**src/rtl/sign_text_stabilizer.sv**
```systemverilog
// Turns per-frame finger status into a debounced stream of sign codes.
// A candidate must repeat on STABLE_FRAMES hand frames before it is queued once in a FWFT FIFO.
module sign_text_stabilizer #(
    parameter int NUM_FINGERS   = 5,
    parameter int SIGN_W        = 4,
    parameter int STABLE_FRAMES = 3,
    parameter int FIFO_DEPTH    = 8
) (
    input  logic                            clk,
    input  logic                            rst,
    input  logic                            frame_end,
    input  logic [NUM_FINGERS-1:0]          finger_status,
    input  logic                            hand_present,
    input  logic                            mode,
    output logic                            out_valid,
    input  logic                            out_ready,
    output logic [SIGN_W-1:0]               out_sign,
    output logic [$clog2(FIFO_DEPTH):0]     fifo_count,
    output logic [SIGN_W-1:0]               cur_sign,
    output logic                            locked,
    output logic                            overflow,
    input  logic                            overflow_clr
);

    localparam int PTR_W = $clog2(FIFO_DEPTH);
    localparam int CNT_W = PTR_W + 1;
    localparam logic [3:0] STABLE_CNT = 4'(STABLE_FRAMES);
    localparam logic [CNT_W-1:0] FULL_CNT = CNT_W'(FIFO_DEPTH);

    typedef enum logic [1:0] {
        IDLE     = 2'd0,
        COUNTING = 2'd1,
        LOCKED   = 2'd2
    } state_t;

    state_t              state_q, state_d;
    logic [3:0]          cnt_q, cnt_d;
    logic [SIGN_W-1:0]   cur_sign_q, cur_sign_d;
    logic [SIGN_W-1:0]   pop_cnt;
    logic [SIGN_W-1:0]   candidate;
    logic                push;

    logic [SIGN_W-1:0]   mem_q [FIFO_DEPTH];
    logic [PTR_W-1:0]    wr_ptr_q, wr_ptr_d;
    logic [PTR_W-1:0]    rd_ptr_q, rd_ptr_d;
    logic [CNT_W-1:0]    count_q, count_d;
    logic                overflow_q, overflow_d;
    logic                full;
    logic                pop;
    logic                push_accept;
    logic                drop;

    // Candidate code for this frame
    always_comb begin
        pop_cnt = '0;
        for (int i = 0; i < NUM_FINGERS; i++) begin
            pop_cnt = pop_cnt + SIGN_W'(finger_status[i]);
        end
        candidate = mode ? finger_status[SIGN_W-1:0] : pop_cnt;
    end

    // Stabilizer FSM: state register
    always_ff @(posedge clk or posedge rst) begin
        if (rst) begin
            state_q    <= IDLE;
            cnt_q      <= '0;
            cur_sign_q <= '0;
        end else begin
            state_q    <= state_d;
            cnt_q      <= cnt_d;
            cur_sign_q <= cur_sign_d;
        end
    end

    // Stabilizer FSM: next state; everything holds unless a frame ends
    always_comb begin
        state_d    = state_q;
        cnt_d      = cnt_q;
        cur_sign_d = cur_sign_q;
        push       = 1'b0;
        if (frame_end) begin
            if (!hand_present) begin
                state_d = IDLE;
                cnt_d   = '0;
            end else if (state_q == IDLE || candidate != cur_sign_q) begin
                cnt_d      = 4'd1;
                cur_sign_d = candidate;
                if (STABLE_CNT == 4'd1) begin
                    push    = 1'b1;
                    state_d = LOCKED;
                end else begin
                    state_d = COUNTING;
                end
            end else if (state_q == COUNTING) begin
                cnt_d = cnt_q + 4'd1;
                if (cnt_q + 4'd1 == STABLE_CNT) begin
                    push    = 1'b1;
                    state_d = LOCKED;
                end
            end
        end
    end

    // Stabilizer FSM: outputs
    always_comb begin
        locked   = (state_q == LOCKED);
        cur_sign = cur_sign_q;
    end

    // FIFO control: a pop frees the slot a same-cycle push needs
    always_comb begin
        full        = (count_q == FULL_CNT);
        pop         = (count_q != '0) && out_ready;
        push_accept = push && (!full || pop);
        drop        = push && full && !pop;
        wr_ptr_d    = push_accept ? wr_ptr_q + PTR_W'(1) : wr_ptr_q;
        rd_ptr_d    = pop ? rd_ptr_q + PTR_W'(1) : rd_ptr_q;
        count_d     = count_q;
        case ({push_accept, pop})
            2'b10:   count_d = count_q + CNT_W'(1);
            2'b01:   count_d = count_q - CNT_W'(1);
            default: count_d = count_q;
        endcase
        overflow_d = overflow_q;
        if (drop) begin
            overflow_d = 1'b1;
        end else if (overflow_clr) begin
            overflow_d = 1'b0;
        end
    end

    always_ff @(posedge clk or posedge rst) begin
        if (rst) begin
            wr_ptr_q   <= '0;
            rd_ptr_q   <= '0;
            count_q    <= '0;
            overflow_q <= 1'b0;
        end else begin
            wr_ptr_q   <= wr_ptr_d;
            rd_ptr_q   <= rd_ptr_d;
            count_q    <= count_d;
            overflow_q <= overflow_d;
        end
    end

    always_ff @(posedge clk) begin
        if (push_accept && !rst) begin
            mem_q[wr_ptr_q] <= candidate;
        end
    end

    always_comb begin
        out_valid  = (count_q != '0);
        out_sign   = out_valid ? mem_q[rd_ptr_q] : '0;
        fifo_count = count_q;
        overflow   = overflow_q;
    end

endmodule

```
**config.mk**
```make
export PLATFORM = sky130hd
export DESIGN_NAME = sign_text_stabilizer
export DESIGN_NICKNAME = d
export VERILOG_FILES = /design/src/rtl/sign_text_stabilizer.sv
export SDC_FILE = /design/constraint.sdc
export NUM_CORES = 1
export LEC_CHECK = 0
export ABC_CLOCK_PERIOD_IN_PS = 2500
export BUFFER_PORTS_ARGS = -buffer_cell sky130_fd_sc_hd__buf_4
export CORE_MARGIN = 1
export CORE_UTILIZATION = 50
export CTS_CLUSTER_SIZE = 20
export DETAILED_ROUTE_END_ITERATION = 7
export GPL_ROUTABILITY_DRIVEN = 0
export PLACE_DENSITY = 0.72
export SETUP_SLACK_MARGIN = 0.4
export SLEW_MARGIN = 25
export SYNTH_ARGS = -nofsm -noshare
export SYNTH_HDL_FRONTEND = slang
export SYNTH_SLANG_ARGS = --single-unit
```
**constraint.sdc**
```tcl
create_clock -name clk -period 2.5 [get_ports clk]
set_input_delay 0.125 -clock clk [delete_from_list [all_inputs] [get_ports clk]]
set_output_delay 0.125 -clock clk [all_outputs]
set_load 0.03 [all_outputs]
```
Yosys cells after proc, flatten, opt, wreduce, memory -nomap -nowiden
Memories as Yosys holds them, arrays and structs flattened.
Cells that the tools add are included.

cells by class
  add/subtract/negate cells = 9
  multipliers = 0
  divide/modulo/power cells = 0
  magnitude comparators = 0
  equality and inequality tests = 9
  shifts and indexed selects = 0
  muxes and demuxes = 19
  bitwise logic cells = 0
  reductions and logical operators = 17

operators with widths
  operator             number
  $mux 4               5
  $mux 1               9
  $add 4x1->4 const B  2
  $mux 2               4
  $pmux 4 s2           1
  $add 3x1->3 const B  2
  $ne 3x1->1 const B   2
  $reduce_and 3->1     2
  $logic_and 1x1->1    5
  $add 3x1->4          1
  $add 4x1->4          1
  $eq 2x1->1 const B   2
  $eq 2x2->1 const B   2
  $eq 4x2->1 const B   1
  $eq 4x4->1 const B   1
  $ne 4x4->1           1
  $reduce_bool 2->1    2
  $reduce_bool 4->1    1
  $sub 4x1->4 const B  1
  $add 2x1->3          1
  $logic_not 1->1      3
  $add 1x1->2          1
  $logic_not 2->1      1
  $logic_or 1x1->1     2
  $reduce_and 2->1     1

word-level totals
  register bits after elaboration = 21
  latch bits = 0
  bits in writable memories = 32
  memory bits (read-only) = 0
  input port bits = 12
  output and inout bits = 15
  logic and storage cells = 62
  memories = 1

memories
  name   words  width  rd ports  clocked after Yosys merged registers in  write ports  line  RTL
  mem_q  8      4      1         0                                        1            43    logic [SIGN_W-1:0] mem_q [FIFO_DEPTH];

Longest topological paths before layout
  depth after elaboration = 14
  gate-level depth with buffers = 15
  mapped depth without buffers = 15

Worst setup path after synthesis
No wires, ideal clock.

  path kind = input to register
  start point = input finger_status[0]
  end point = register count_q[3] (netlist: fifo_count[3])
  library setup time = 81 ps
  arrival = 3358 ps
  required time = 2419 ps
  setup slack = -938 ps
  stages = 15
  path buffers = 0
  cells stage by stage = inv_1 -> fa_1 -> fa_1 -> inv_1 -> ha_1 -> mux2i_1 -> xnor2_1 -> or4_4 -> o31ai_2 -> inv_1 -> ha_1 -> a21o_1 -> a21oi_1 -> mux2i_1 -> xor2_1

on the way
  longest elaborated chain between the ends = 13
  elaborated cells between the ends (all ways) = 15
  classes of those cells = add/sub (4); eq/ne (3); mux (5); reduce/logical (3)

ends and longest elaborated chain
  item                                                    line  RTL
  start, declared                                         12    input logic [NUM_FINGERS-1:0] finger_status,
  $add 1x1->2                                             57    pop_cnt = pop_cnt + SIGN_W'(finger_status[i]);
  $add 2x1->3                                             57
  $add 3x1->4                                             57
  $add 4x1->4                                             57
  $mux 4 *                                                59    candidate = mode ? finger_status[SIGN_W-1:0] : pop_cnt;
  $ne 4x4->1 *                                            85    end else if (state_q == IDLE || candidate != cur_sign_q) begin
  $logic_or 1x1->1 *                                      85
  $mux 1 *                                                85
  $mux 1 *                                                82    if (!hand_present) begin
  $mux 1 *                                                81    if (frame_end) begin
  $logic_and 1x1->1 *                                     114   push_accept = push && (!full || pop);
  $eq 2x1->1 / $eq 2x2->1 (equally long branches)         119   case ({push_accept, pop})
  $pmux 4 s2 / $reduce_bool 2->1 (equally long branches)  --
  end signal, assigned                                    141   count_q <= count_d;
  end, declared                                           46    logic [CNT_W-1:0] count_q, count_d;

Every way passes the cells marked *; elsewhere a longest branch is shown, timed or not.
A chain may end at the register's enable or synchronous reset.

Worst setup path after layout
  start point = input finger_status[3]
  end point = register count_q[3] (netlist: fifo_count[3])

on the way
  longest elaborated chain between the ends = 11
  elaborated cells between the ends (all ways) = 13
  classes of those cells = add/sub (2); eq/ne (3); mux (5); reduce/logical (3)

ends and longest elaborated chain
  item                                                    line
  $add 3x1->4                                             57
  $add 4x1->4                                             57
  $mux 4 *                                                59
  $ne 4x4->1 *                                            85
  $logic_or 1x1->1 *                                      85
  $mux 1 *                                                85
  $mux 1 *                                                82
  $mux 1 *                                                81
  $logic_and 1x1->1 *                                     114
  $eq 2x1->1 / $eq 2x2->1 (equally long branches)         119
  $pmux 4 s2 / $reduce_bool 2->1 (equally long branches)  --

Marks and branches as above.

==> run summary <==
Top post-synthesis cells by area: edfxtp_1, dfrtp_1, mux4_2, ha_1, inv_1
Most frequent cells in the layout: buf_4, edfxtp_1, dfrtp_1
Worst slew pin tran: 0.5819 ns
Worst Setup End Kind: register
Yosys reg bits: 53
Leak pwr: 1.429 nW
Power Density: 820.5 nW/um2
Final Skew: 0.01020 ns
Post-synth EDFFs: 32
WP data arrival: 3.23 ns
Num rows: 25
Clock-pin slew on the worst setup and hold paths: 0.09 ns
Sw frac: 0.3624
Number of setup violations in the final report: 40
Number of fill cells: 296
First-pass GRT wire length: 8.825 mm
Routed Antenna Nets: 0
Detailed Place HPWL: 3.891 mm
CP max stage cell: or4_4
Nets@finish: 288
RSZ-0062 raised after global routing: yes
Max-slew violation count: 0
Syn. warnings: 0
P_int: 1.866 mW
Hold WS: 0.1090 ns
Synth Instances: 199
Worst hold start: frame_end
Combinational Power Share: 0.429
Core footprint: 4848 um2
Post-placement cell area: 3126 um2
Drt first pass iters: 4
Final Core Density: 0.7355
Worst path required time: 2.73 ns
Crit start category: input pin
Initial core utilization: 0.5303
DIE AREA: 5433 um2
Kind of critical path: in2reg
Outcome: finished with violations
Via count: 1812
Final WL: 5.623 mm
I/O Buffers: 26
Ys flop type: edfxtp_1
Mapped Area: 2571 um2
Pre-CTS WS: -0.9186 ns
Syn avg cell area: 12.92 um2
Synth Net Count: 221
Die H: 73.71 um
Vias in the first global route: 1787
Failing checks: negative setup slack
Io pins: 27
CTS tree: yes
Sequential Power Share: 0.408
CTS sink cnt: 53
CP Cell Sequence: buf_8 > inv_8 > fa_1 > fa_2 > inv_2 > ha_4 > mux2i_4 > xnor2_2 > or4_4 > o31ai_4 > inv_2 > buf_4 > ha_4 > a21oi_2 > mux2i_1 > xor2_1
MaxCap Viol Count: 0
Setup WS post-layout: -0.5071 ns
Sequential area share after synthesis: 0.5781
Critical Path Max Stage Delay: 0.54 ns
Cell variety after synth: 39
Largest net degree at the start of global routing: 16
Final min period: 3.007 ns
Synthesis-to-layout area growth: 38.69%
Ys async rst share: 0.3962
Deepest clock path buffer count: 2
Reported net switching power: 1.060 mW
Share of layout cells above drive strength 1: 0.4719
Top cell type's share of synthesized area: 0.3737
DRC: 0
RR Startpoint: cur_sign[2]
VDD IR max: 0.4807 mV
CTS root buf: clkbuf_8
Slew HR: 0.6120
Die width: 73.71 um
Total CTS buffers: 5
Drt via density: 5.425
N_diodes: 0
Initial DRC Count: 89
Fin. Hold Viols: 0
Final period util: 1.203
Total track usage: 0.2268
Crit path max fanout: 2
Clock Power Share: 0.163
Pwr Total: 2.926 mW
Worst skew pair latency: 0.30 ns
Commonest non-fill, non-tap cell in the layout: buf_4
Crit path from: finger_status[3]
Detailed-route wire length per cell: 16.84 um
H-tree depth: 2
Grt ovf: 0
Post-route cell area: 3566 um2
Initial antenna violation count: 0
Dominant cell type by area after synthesis: edfxtp_1
Max Clk Rate: 0.3325 GHz
Min-Delay Path Class: in2reg
[layer usage]
layer,wire length (um),track usage,vias up,share of wire
met5,0,0,-,0
met4,69,0.06624,0,0.012
met3,196,0.04252,6,0.035
met2,3015,0.3925,46,0.54
met1,2341,0.2909,917,0.42
li1,-,-,843,-
[metrics by stage]
stage | instances | TNS [ns]
after CTS | 326 | -15.33
after detailed placement | 308 | -32.74
final | 334 | -17.00
after floorplan | 199 | -16.18
after global placement | 308 | -30.19
after global routing | 334 | -21.82
[repair_timing]
action | 4_1_cts | 5_1_grt
endpoints found under the setup margin | 50 | 50
setup buffers | 8 | 8
pin swaps | 13 | 8
resized for setup | 35 | 9
hold endpoints to repair | 10 | 0
hold buffers | 2 | 0
[worst paths after layout]
kind / slack (ns) / to / cells after the start
max: -0.51 / fifo_count[3] / 16
min: 0.11 / state_q[0] / 2
max reg2reg: 0.09 / fifo_count[3] / 9
min reg2reg: 0.56 / overflow / 2
max in group asynchronous: 1.55 / wr_ptr_q[1] / 4
min in group asynchronous: 0.42 / state_q[1] / 3
[cell type report]
| cell class | instances | area, um2 | share of cell area |
|---|---|---|---|
| inverter | 23 | 93.84 | 0.02632 |
| clock buffer | 6 | 82.58 | 0.02316 |
| sequential | 53 | 1486 | 0.4168 |
| timing repair buffer | 65 | 545.5 | 0.1530 |
| tap | 67 | 83.83 | 0.02351 |
| multi-input combinational | 118 | 1265 | 0.3547 |
| clock inverter | 2 | 8.758 | 0.002456 |
[cell families (layout without fill, tap and decap cells)]
logic type                 count (synthesis)  count (layout)  share of synthesized area
DFF                                       53              53                     0.5781
AOI/OAI and AO/OA                         22              22                    0.05888
xor gates and xnor gates                  12              12                    0.04088
and+or+nand+nor                           56              56                     0.1134
buffers and inverters                     28              96                    0.04087
muxes                                     18              18                     0.1105
adders and majority gates                 10              10                    0.05742
[power by group through the flow]
stage / registers [mW] / logic, mW / clock network (mW)
finish: 1.19 / 1.26 / 0.477
global route: 1.21 / 1.35 / 0.517
CTS: 1.20 / 1.18 / 0.481
detailed placement: 1.21 / 1.11 / 0
global placement: 1.20 / 1.07 / 0
floorplan: 1.19 / 0.743 / 0
[flip-flops by register name, indices dropped and copies added (netlist names)]
register    flops
rd_ptr_q        3
cur_sign        4
cnt_q           4
state_q         2
fifo_count      4
overflow        1
wr_ptr_q        3
mem_q          32
[critical path: cells and delay by family]
kind / cells / cell delay (ns)
AOI/OAI and AO/OA: 2 / 0.37
xor gates and xnor gates: 2 / 0.29
adders and majority gates: 4 / 1.18
buffers and inverters: 5 / 0.42
muxes: 2 / 0.30
and+or+nand+nor: 1 / 0.54
[cells in the mapped netlist (all sizes together) (3+ instances only)]
cell type and count:
a22oi 3, clkbuf 4, dfrtp 21, edfxtp 32
fa 3, ha 7, inv 23, mux2 3
mux2i 7, mux4 8, nand2 15, nand3 7
nand3b 3, nor2 14, nor4 3, o21ai 6
xnor2 8, xor2 4
No activity file was read; power rests on OpenSTA's default activity.
